### src/rtl/pwm_motion_sequencer_pkg.sv
// Shared definitions for the per-axis PWM motion sequencer: state encoding and
// clock-derived parameter defaults.
package pwm_motion_sequencer_pkg;

  typedef enum logic [2:0] {
    ST_IDLE     = 3'd0,
    ST_RUN      = 3'd1,
    ST_BRAKE    = 3'd2,
    ST_DEADTIME = 3'd3,
    ST_FAULT    = 3'd4
  } state_e;

  localparam int CLK_FREQ         = 12_000_000;
  localparam int COUNTER_W_DEF    = 12;
  localparam int RAMP_DIV_DEF     = CLK_FREQ / 10_000;  // 100 us
  localparam int DEADTIME_CYC_DEF = CLK_FREQ / 10_000;  // 100 us
  localparam int WDT_CYC_DEF      = CLK_FREQ / 10;      // 100 ms

  function automatic int cnt_width(input int n);
    return (n > 1) ? $clog2(n) : 1;
  endfunction

endpackage

### src/rtl/pwm_motion_sequencer_ramp_tick_gen.sv
// Free-running prescaler producing a one-cycle tick every DIV clocks; shared by
// the pitch and yaw sequencers.
module ramp_tick_gen
  import pwm_motion_sequencer_pkg::*;
#(
  parameter int DIV = RAMP_DIV_DEF
) (
  input  logic clk,
  input  logic reset,
  output logic tick
);

  localparam int D = (DIV < 1) ? 1 : DIV;
  localparam int W = cnt_width(D);

  logic [W-1:0] cnt;

  always_ff @(posedge clk) begin
    if (reset || cnt == W'(D - 1)) cnt <= '0;
    else                           cnt <= cnt + 1'b1;
  end

  assign tick = (cnt == W'(D - 1));

endmodule

### src/rtl/pwm_motion_sequencer.sv
// Per-axis controller between SPI setpoint registers and one PWM: slew-limited
// duty ramp, brake/dead-time on direction reversal, and a command watchdog.
module pwm_motion_sequencer
  import pwm_motion_sequencer_pkg::*;
#(
  parameter int COUNTER_W    = COUNTER_W_DEF,
  parameter int RAMP_DIV     = RAMP_DIV_DEF,
  parameter int RAMP_STEP    = 16,
  parameter int DEADTIME_CYC = DEADTIME_CYC_DEF,
  parameter int WDT_CYC      = WDT_CYC_DEF
) (
  input  logic                 clk,
  input  logic                 reset,
  input  logic                 cmd_valid,
  input  logic                 cmd_enable,
  input  logic                 cmd_direction,
  input  logic [COUNTER_W-1:0] cmd_duty,
  output logic                 pwm_enable,
  output logic                 pwm_direction,
  output logic [COUNTER_W-1:0] pwm_duty,
  output logic                 busy,
  output logic                 fault
);

  localparam int DT_CYC = (DEADTIME_CYC < 1) ? 1 : DEADTIME_CYC;
  localparam int DT_W   = cnt_width(DT_CYC);
  localparam int WDT_W  = cnt_width(WDT_CYC);
  localparam logic        [COUNTER_W-1:0] STEP_U = COUNTER_W'(RAMP_STEP);
  localparam logic signed [COUNTER_W:0]   STEP_S = $signed({1'b0, STEP_U});

  // One bit of headroom keeps the difference exact, so a step never wraps.
  function automatic logic [COUNTER_W-1:0] ramp_to(input logic [COUNTER_W-1:0] cur,
                                                   input logic [COUNTER_W-1:0] tgt);
    logic signed [COUNTER_W:0] diff;
    diff = $signed({1'b0, tgt}) - $signed({1'b0, cur});
    if (diff > STEP_S)       ramp_to = cur + STEP_U;
    else if (diff < -STEP_S) ramp_to = cur - STEP_U;
    else                     ramp_to = tgt;
  endfunction

  logic                 tick;
  logic                 vld_p0, en_p0, dir_p0;
  logic [COUNTER_W-1:0] duty_p0;
  logic                 tgt_en, tgt_dir;
  logic [COUNTER_W-1:0] tgt_duty;
  state_e               state, state_n;
  logic                 en_n, dir_n, busy_n, fault_n;
  logic [COUNTER_W-1:0] duty_n;
  logic [DT_W-1:0]      dead_cnt, dead_n;
  logic [WDT_W-1:0]     wdt_cnt;
  logic                 wdt_active, wdt_expire;

  ramp_tick_gen #(.DIV(RAMP_DIV)) u_tick (
    .clk   (clk),
    .reset (reset),
    .tick  (tick)
  );

  // Stage p0: capture the SPI write strobe and its setpoint.
  always_ff @(posedge clk) begin
    if (reset) vld_p0 <= 1'b0;
    else       vld_p0 <= cmd_valid;
  end

  always_ff @(posedge clk) begin
    en_p0   <= cmd_enable;
    dir_p0  <= cmd_direction;
    duty_p0 <= cmd_duty;
  end

  // Stage p1: target registers; an enable request while faulted is dropped.
  always_ff @(posedge clk) begin
    if (reset) begin
      tgt_en   <= 1'b0;
      tgt_dir  <= 1'b0;
      tgt_duty <= '0;
    end else if (vld_p0 && !(state == ST_FAULT && en_p0)) begin
      tgt_en   <= en_p0;
      tgt_dir  <= dir_p0;
      tgt_duty <= duty_p0;
    end
  end

  assign wdt_active = (state != ST_IDLE) && (state != ST_FAULT);
  assign wdt_expire = (WDT_CYC > 0) && wdt_active && !cmd_valid &&
                      (wdt_cnt == WDT_W'(WDT_CYC - 1));

  always_ff @(posedge clk) begin
    if (reset || cmd_valid || !wdt_active) wdt_cnt <= '0;
    else                                   wdt_cnt <= wdt_cnt + 1'b1;
  end

  // Stage p2: sequencing FSM; every output is computed here and registered.
  always_comb begin
    state_n = state;
    en_n    = pwm_enable;
    dir_n   = pwm_direction;
    duty_n  = pwm_duty;
    dead_n  = dead_cnt;
    case (state)
      ST_IDLE: begin
        en_n   = 1'b0;
        duty_n = '0;
        if (tgt_en) begin
          state_n = ST_RUN;
          en_n    = 1'b1;
          dir_n   = tgt_dir;
        end
      end
      ST_RUN: begin
        en_n = 1'b1;
        if (!tgt_en || tgt_dir != pwm_direction) state_n = ST_BRAKE;
        else if (tick)                           duty_n  = ramp_to(pwm_duty, tgt_duty);
      end
      ST_BRAKE: begin
        en_n = 1'b1;
        if (tgt_en && tgt_dir == pwm_direction) begin
          state_n = ST_RUN;
        end else if (pwm_duty == '0) begin
          state_n = ST_DEADTIME;
          en_n    = 1'b0;
          dead_n  = '0;
        end else if (tick) begin
          duty_n = ramp_to(pwm_duty, {COUNTER_W{1'b0}});
        end
      end
      ST_DEADTIME: begin
        en_n   = 1'b0;
        duty_n = '0;
        if (dead_cnt == DT_W'(DT_CYC - 1)) begin
          if (tgt_en) begin
            state_n = ST_RUN;
            en_n    = 1'b1;
            dir_n   = tgt_dir;
          end else begin
            state_n = ST_IDLE;
          end
        end else begin
          dead_n = dead_cnt + 1'b1;
        end
      end
      ST_FAULT: begin
        en_n   = 1'b0;
        duty_n = '0;
        if (vld_p0 && !en_p0) state_n = ST_IDLE;
      end
      default: begin
        state_n = ST_IDLE;
        en_n    = 1'b0;
        duty_n  = '0;
      end
    endcase
    if (wdt_expire) begin
      state_n = ST_FAULT;
      en_n    = 1'b0;
      duty_n  = '0;
    end
    busy_n  = (state_n == ST_BRAKE) || (state_n == ST_DEADTIME) ||
              ((state_n == ST_RUN) && (duty_n != tgt_duty));
    fault_n = (state_n == ST_FAULT);
  end

  always_ff @(posedge clk) begin
    if (reset) begin
      state         <= ST_IDLE;
      pwm_enable    <= 1'b0;
      pwm_direction <= 1'b0;
      pwm_duty      <= '0;
      busy          <= 1'b0;
      fault         <= 1'b0;
      dead_cnt      <= '0;
    end else begin
      state         <= state_n;
      pwm_enable    <= en_n;
      pwm_direction <= dir_n;
      pwm_duty      <= duty_n;
      busy          <= busy_n;
      fault         <= fault_n;
      dead_cnt      <= dead_n;
    end
  end

endmodule

### config.mk
export PLATFORM = sky130hd
export DESIGN_NAME = pwm_motion_sequencer
export DESIGN_NICKNAME = d
export VERILOG_FILES = /design/src/rtl/pwm_motion_sequencer_pkg.sv /design/src/rtl/pwm_motion_sequencer_ramp_tick_gen.sv /design/src/rtl/pwm_motion_sequencer.sv
export SDC_FILE = /design/constraint.sdc
export NUM_CORES = 1
export LEC_CHECK = 0
export CAP_MARGIN = 20
export CORE_MARGIN = 2
export CORE_UTILIZATION = 54
export CTS_CLUSTER_DIAMETER = 150
export CTS_CLUSTER_SIZE = 10
export DETAILED_ROUTE_END_ITERATION = 6
export PLACE_DENSITY = 0.76
export SLEW_MARGIN = 20
export SYNTH_ARGS = -nofsm -noshare
export SYNTH_HDL_FRONTEND = slang
export SYNTH_SLANG_ARGS = --single-unit
### constraint.sdc
create_clock -name clk -period 4.2 [get_ports clk]
set_input_delay 0.84 -clock clk [delete_from_list [all_inputs] [get_ports clk]]
set_output_delay 0.84 -clock clk [all_outputs]
set_load 0.01 [all_outputs]
==> results of run 1 <==
==> routing by layer <==
layer	vias up	track usage	wire length [um]
li1	2559	-	-
met1	2494	0.3207	6378
met2	213	0.4318	6924
met3	54	0.04762	888
met4	0	0.1551	727
met5	-	0	0
==> metrics by stage <==
step           worst slack [ns]  total power [W]  cells  hold WS, ns
2_1_floorplan            0.2068         0.001136    689       0.4175
3_3_place_gp             0.3222         0.001220    852       0.4263
3_5_place_dp             0.1535         0.001225    852       0.4405
4_1_cts                  0.1199         0.001870    868       0.4650
5_1_grt                0.003680         0.001954    868       0.4822
6_report                 0.2485         0.001875    868       0.4588
==> worst reg2reg max path: stages (launching register included) <==
cell      delay, ns
dfxtp_1        0.40
inv_1          0.08
ha_1           0.20
fa_1           0.40
nand2b_1       0.21
a21boi_2       0.17
nor2_1         0.11
a311oi_2       0.33
and4_4         0.30
nand4_2        0.15
and2_4         0.24
o21ai_1        0.15
nand2_1        0.16
a311o_1        0.36
a311o_1        0.32
o31a_1         0.27
==> where the power goes <==
part	internal [W]	switching, W	total (W)	leakage [nW]
Clock	0.000351	0.000304	0.000655	0.108
Combinational	0.000132	0.000182	0.000314	1.64
Sequential	0.000884	0.0000221	0.000906	0.742
Total	0.00137	0.000508	0.00187	2.49
==> worst max path at each step <==
stage / start / to / slack (ns)
final: tgt_duty[0]$_SDFFE_PP0P_ / busy$_SDFF_PP0_ / 0.25
after CTS: tgt_duty[0]$_SDFFE_PP0P_ / busy$_SDFF_PP0_ / 0.12
after floorplan: pwm_duty[4]$_SDFF_PP0_ / busy$_SDFF_PP0_ / 0.21
after detailed placement: tgt_duty[0]$_SDFFE_PP0P_ / busy$_SDFF_PP0_ / 0.15
after global routing: tgt_duty[0]$_SDFFE_PP0P_ / busy$_SDFF_PP0_ / 0.004
after global placement: tgt_duty[0]$_SDFFE_PP0P_ / busy$_SDFF_PP0_ / 0.32
==> cell families (layout without fill, tap and decap cells) <==
kind of cell    after synthesis  after routing  synth area share
mux                          22             22           0.04004
buf+inv                      51             94           0.03779
compound gates              155            155            0.1925
xor+xnor                     45             45           0.07085
fa+ha+maj                    19             19           0.04409
simple gates                306            306            0.2872
flops                        91             91            0.3275
==> final cells by class <==
cell class | instances | area (um^2)
clock buffer | 10 | 137.6
clock inverter | 6 | 88.84
timing repair buffer | 55 | 493.0
multi-input combinational | 547 | 3556
tap | 136 | 170.2
fill | 864 | 3785
inverter | 23 | 86.33
sequential | 91 | 1822
==> synth_stat cells, drive strengths merged (18+ instances only) <==
cell type | count | area share
ha | 18 | 0.040
clkbuf | 19 | 0.013
mux2i | 20 | 0.036
xnor2 | 19 | 0.030
inv | 22 | 0.015
a21oi | 41 | 0.038
nand2 | 60 | 0.041
dfxtp | 91 | 0.33
xor2 | 26 | 0.041
nand3 | 28 | 0.025
o21ai | 33 | 0.030
nor2 | 97 | 0.067
==> sequential cells by signal, indices dropped and copies added, names as in the netlist, 3 cells and up <==
signal and count:
u_tick.cnt 11, duty_p0 12, pwm_duty 12, state 3, tgt_duty 12, wdt_cnt 21
dead_cnt 11
==> what timing repair did <==
item / in CTS / in global routing
hold endpoints to repair: 0 / 0
buffers inserted: 0 / 0
setup endpoints to repair: 0 / 1
hold buffers: 0 / 0
gates resized for setup: 0 / 8
==> out/metrics.cfg, run 1 <==
[run_status]
status=complete, no violations

[yosys]
postSynthAreaPerCell_um2=8.074
async_flop_share=0
synth_nets=725
syn_inst=689
synth_seq_area_share=0.3275
synth_edf_count=0
yosys_warnings=0
synth_seq_cells=91
synth_cell_types=84
synthFlopType=dfxtp_1
syn_area_mm2=0.005563

[worst_setup_path]
r2r_start=tgt_duty[0]$_SDFFE_PP0P_
reg2reg_setup_slack_ns=0.25
cp.arrival_ns=4.20
r2r_cells=15
reg2reg_to=busy$_SDFF_PP0_
startpoint_type=flip-flop
critPathMaxFanout=7
path_depth=15
crit_chain=inv_1 -> ha_1 -> fa_1 -> nand2b_1 -> a21boi_2 -> nor2_1 -> a311oi_2 -> and4_4 -> nand4_2 -> and2_4 -> o21ai_1 -> nand2_1 -> a311o_1 -> a311o_1 -> o31a_1
endpoint_kind=flip-flop
cp_num_buf_inv=1
critPathTopFamily=compound AO/OA/AOI/OAI gates
path_common_cell=a311o_1
cp.required_ns=4.45
crit_type=reg -> reg
slowest_stage=dfxtp_1
cpPeakStageDelay_ns=0.40

[min_path]
min_to=wdt_cnt[0]$_SDFF_PP0_
hold_class=reg -> reg
hp-start=wdt_cnt[0]$_SDFF_PP0_
min_path_cells=1

[layout]
fin_area_mm2=0.006354
antennaDiodeCount=0
final_cell_mix=nor2_1, dfxtp_1, nand2_1
layout-drive-gt1-share=0.08880
fin_nets=763
final_common_cell=nor2_1
postLayoutCoreUtil=0.6267
areaGrowthSynthToFinish_pct=14.21

[detailed_routing]
postRouteAntennaNets=0
drt-initial-drc-count=337
vias_per_cell=6.129
vias=5320
wl_per_cell_um=17.19
drt_wl_total_um=14920
dr.pass1.iters=7
drcViolationCount=0

[flow_run]
drv_cap=0

[global_route]
grt_pass1_vias=4964
antenna_found_initial=0
grt_start_max_net_pins=22
grt-ovfl-total=0
grt_pass1_wl_um=23610
grt_util_all_layers=0.2627

[clocking]
clk_latency_ns=0.36
tritoncts=yes
cts-root-buf=clkbuf_8
ctsLongestPathBuffers=2
h-tree-depth=3
numCtsBuffers=9
clkSinkCount=91
clk_pin_slew_worst_paths_ns=0.09

[placement]
gp_congestion=1.025
place_area_mm2=0.006102
portBuffers=32
post-dp-hpwl_um=11300

[die]
io_pins=33
die_w_um=105.5
placementRows=37
core_area_mm2=0.01014
die_y_um=105.5
start_util=0.5487
dieArea_mm2=0.01113

[timing]
rsz0062_at_grt=no
worst_pin_slew_ns=0.8308
fmax_ghz=0.2531
finalHoldViolations=0
finalCriticalPeriod_ns=3.952
relSlewSlack=0.4448
timing.final.max_slew_violations=0
clock_skew_ns=0.008318
finalSetupViolCount=0
fin_setup_tns_ns=0
fin_crit_sh=0.9408

[power_and_ir_drop]
power-per-cell-area_mw_per_mm2=295.1
p_leak_nw=2.488
peakVddDrop_mv=0.3090

(Power assumes the default switching activity.)
==> run 2: changes to the inputs <==
Settings changed: CORE_MARGIN 2 to not set.
==> out/metrics.cfg, run 2 (same netlist as run 1, synthesis figures left out) <==
[die]
core_area_mm2=0.009864
dieArea_mm2=0.01071
start_util=0.5639
die_w_um=103.5
io_pins=33
die_y_um=103.5
placementRows=36

[clocking]
tritoncts=yes
clkSinkCount=91
numCtsBuffers=9
h-tree-depth=3
cts-resized-gates=0
ctsLongestPathBuffers=2
hold_buffers=0
cts-root-buf=clkbuf_8
clk_latency_ns=0.35
clk_pin_slew_worst_paths_ns=0.08
post_cts_buffers=0

[layout]
final_common_cell=nor2_1
fill_cells=845
antennaDiodeCount=0
fin_nets=762
final_cell_mix=nor2_1, dfxtp_1, nand2_1
layout-drive-gt1-share=0.08356
largest_reg_flops=21
areaGrowthSynthToFinish_pct=12.98
regMostFlops=wdt_cnt

[timing]
rsz0062_at_grt=no
fin_crit_sh=0.9410
fmax_ghz=0.2530
fin_setup_tns_ns=0
relSlewSlack=0.4583
finalSetupViolCount=0
timing.final.max_slew_violations=0
finalCriticalPeriod_ns=3.952
finalHoldViolations=0
worst_pin_slew_ns=0.8106
clock_skew_ns=0.009196

[power_and_ir_drop]
power_w=0.001751
peakVddDrop_mv=0.2376
power-per-cell-area_mw_per_mm2=278.5
p_leak_nw=2.461

[flow_run]
drv_cap=0

[detailed_routing]
wl_per_cell_um=16.60
postRouteAntennaNets=0
vias=5197
dr.pass1.iters=5
drcViolationCount=0
drt-initial-drc-count=374
vias_per_cell=6.022
drt_wl_total_um=14330

[worst_setup_path]
cp.arrival_ns=4.19
critPathTopFamily=compound AO/OA/AOI/OAI gates
crit_chain=inv_1 -> ha_1 -> fa_1 -> nand2b_1 -> a21boi_1 -> nor2_1 -> a311oi_2 -> and4_4 -> a31oi_1 -> a32o_1 -> nand4_1 -> o21ai_0 -> a311o_1 -> a311o_1 -> o31a_1
endpoint_kind=flip-flop
path_common_cell=a311o_1
crit_type=reg -> reg
critPathMaxFanout=5
cpPeakStageDelay_ns=0.40
slowest_stage=dfxtp_1
cp_num_buf_inv=1
cp.required_ns=4.44
startpoint_type=flip-flop

[placement]
gp_congestion=0.9947
post-dp-hpwl_um=11080
portBuffers=32

[global_route]
grt_util_all_layers=0.2853
grt_pass1_vias=4796
grt-ovfl-total=0
grt_pass1_wl_um=23430
antenna_found_initial=0
grt_start_max_net_pins=22

[run_status]
status=complete, no violations

[min_path]
hold_class=reg -> reg

## run 2: cell count changes in the layout (fill, tap and decap cells not counted), sizes merged
| cell | change |
|---|---|
| bufinv | -2 |
| clkbuf | +2 |
| buf | -1 |
| clkinv | -1 |
| clkinvlp | -1 |
| inv | +1 |
## run 2: worst paths after layout
| path | start | to | slack (ns) | depth (start not counted) |
|---|---|---|---|---|
| hold reg to reg | wdt_cnt[0]$_SDFF_PP0_ | wdt_cnt[0]$_SDFF_PP0_ | 0.46 | 1 |
| setup reg to reg | tgt_duty[0]$_SDFFE_PP0P_ | busy$_SDFF_PP0_ | 0.25 | 15 |
| setup / recovery | tgt_duty[0]$_SDFFE_PP0P_ | busy$_SDFF_PP0_ | 0.25 | 15 |
| hold / removal | wdt_cnt[0]$_SDFF_PP0_ | wdt_cnt[0]$_SDFF_PP0_ | 0.46 | 1 |
## run 2: power breakdown
group / leakage, nW / total, W / switching, W / internal, W
clock: 0.0889 / 0.000537 / 0.000291 / 0.000246
sequential: 0.742 / 0.000907 / 0.0000229 / 0.000884
combinational: 1.63 / 0.000307 / 0.000176 / 0.000131
## run 2: worst reg2reg max path, delay by kind of cell, from the launching register on
family	cells	cell delay (ns)
buffers and inverters	1	0.08
AND/OR/NAND/NOR	4	0.70
flip-flops	1	0.40
adder cells (fa/ha/maj)	2	0.61
AO/OA/AOI/OAI	8	2.05
## run 2: cell type report
cell class / count / area, um^2 / area share
Clock buffer: 12 / 155.1 / 0.02469
Clock inverter: 3 / 21.27 / 0.003384
Inverter: 23 / 86.33 / 0.01374
Multi-Input combinational cell: 547 / 3547 / 0.5644
Sequential cell: 91 / 1823 / 0.2901
Tap cell: 133 / 166.4 / 0.02648
Timing Repair Buffer: 54 / 485.5 / 0.07724
## run 2: metal layers
layer  wire length [um]  track usage  share of wire
met1               6429       0.3824           0.45
met2               6711       0.4661           0.47
met3                828      0.03831          0.058
met4                358       0.1116          0.025
met5                  0            0              0
## run 2: per-stage QoR
step           hold WS (ns)  std cells  instance area, um^2  utilization  worst slack, ns
5_1_grt              0.4737        863                 6285       0.6371          0.03683
6_report             0.4577        863                 6285       0.6371           0.2479
3_3_place_gp         0.4273        848                 6091       0.6175           0.2628
4_1_cts              0.4653        863                 6267       0.6353           0.1286
3_5_place_dp         0.4505        848                 6091       0.6175           0.1474
2_1_floorplan        0.4175        689                 5563            -           0.2068
==> run 3: changes to the inputs <==
Settings changed: SLEW_MARGIN 20 to not set.
==> results of run 3 <==
Final layout, timing and power as in run 2 (identical DEF).
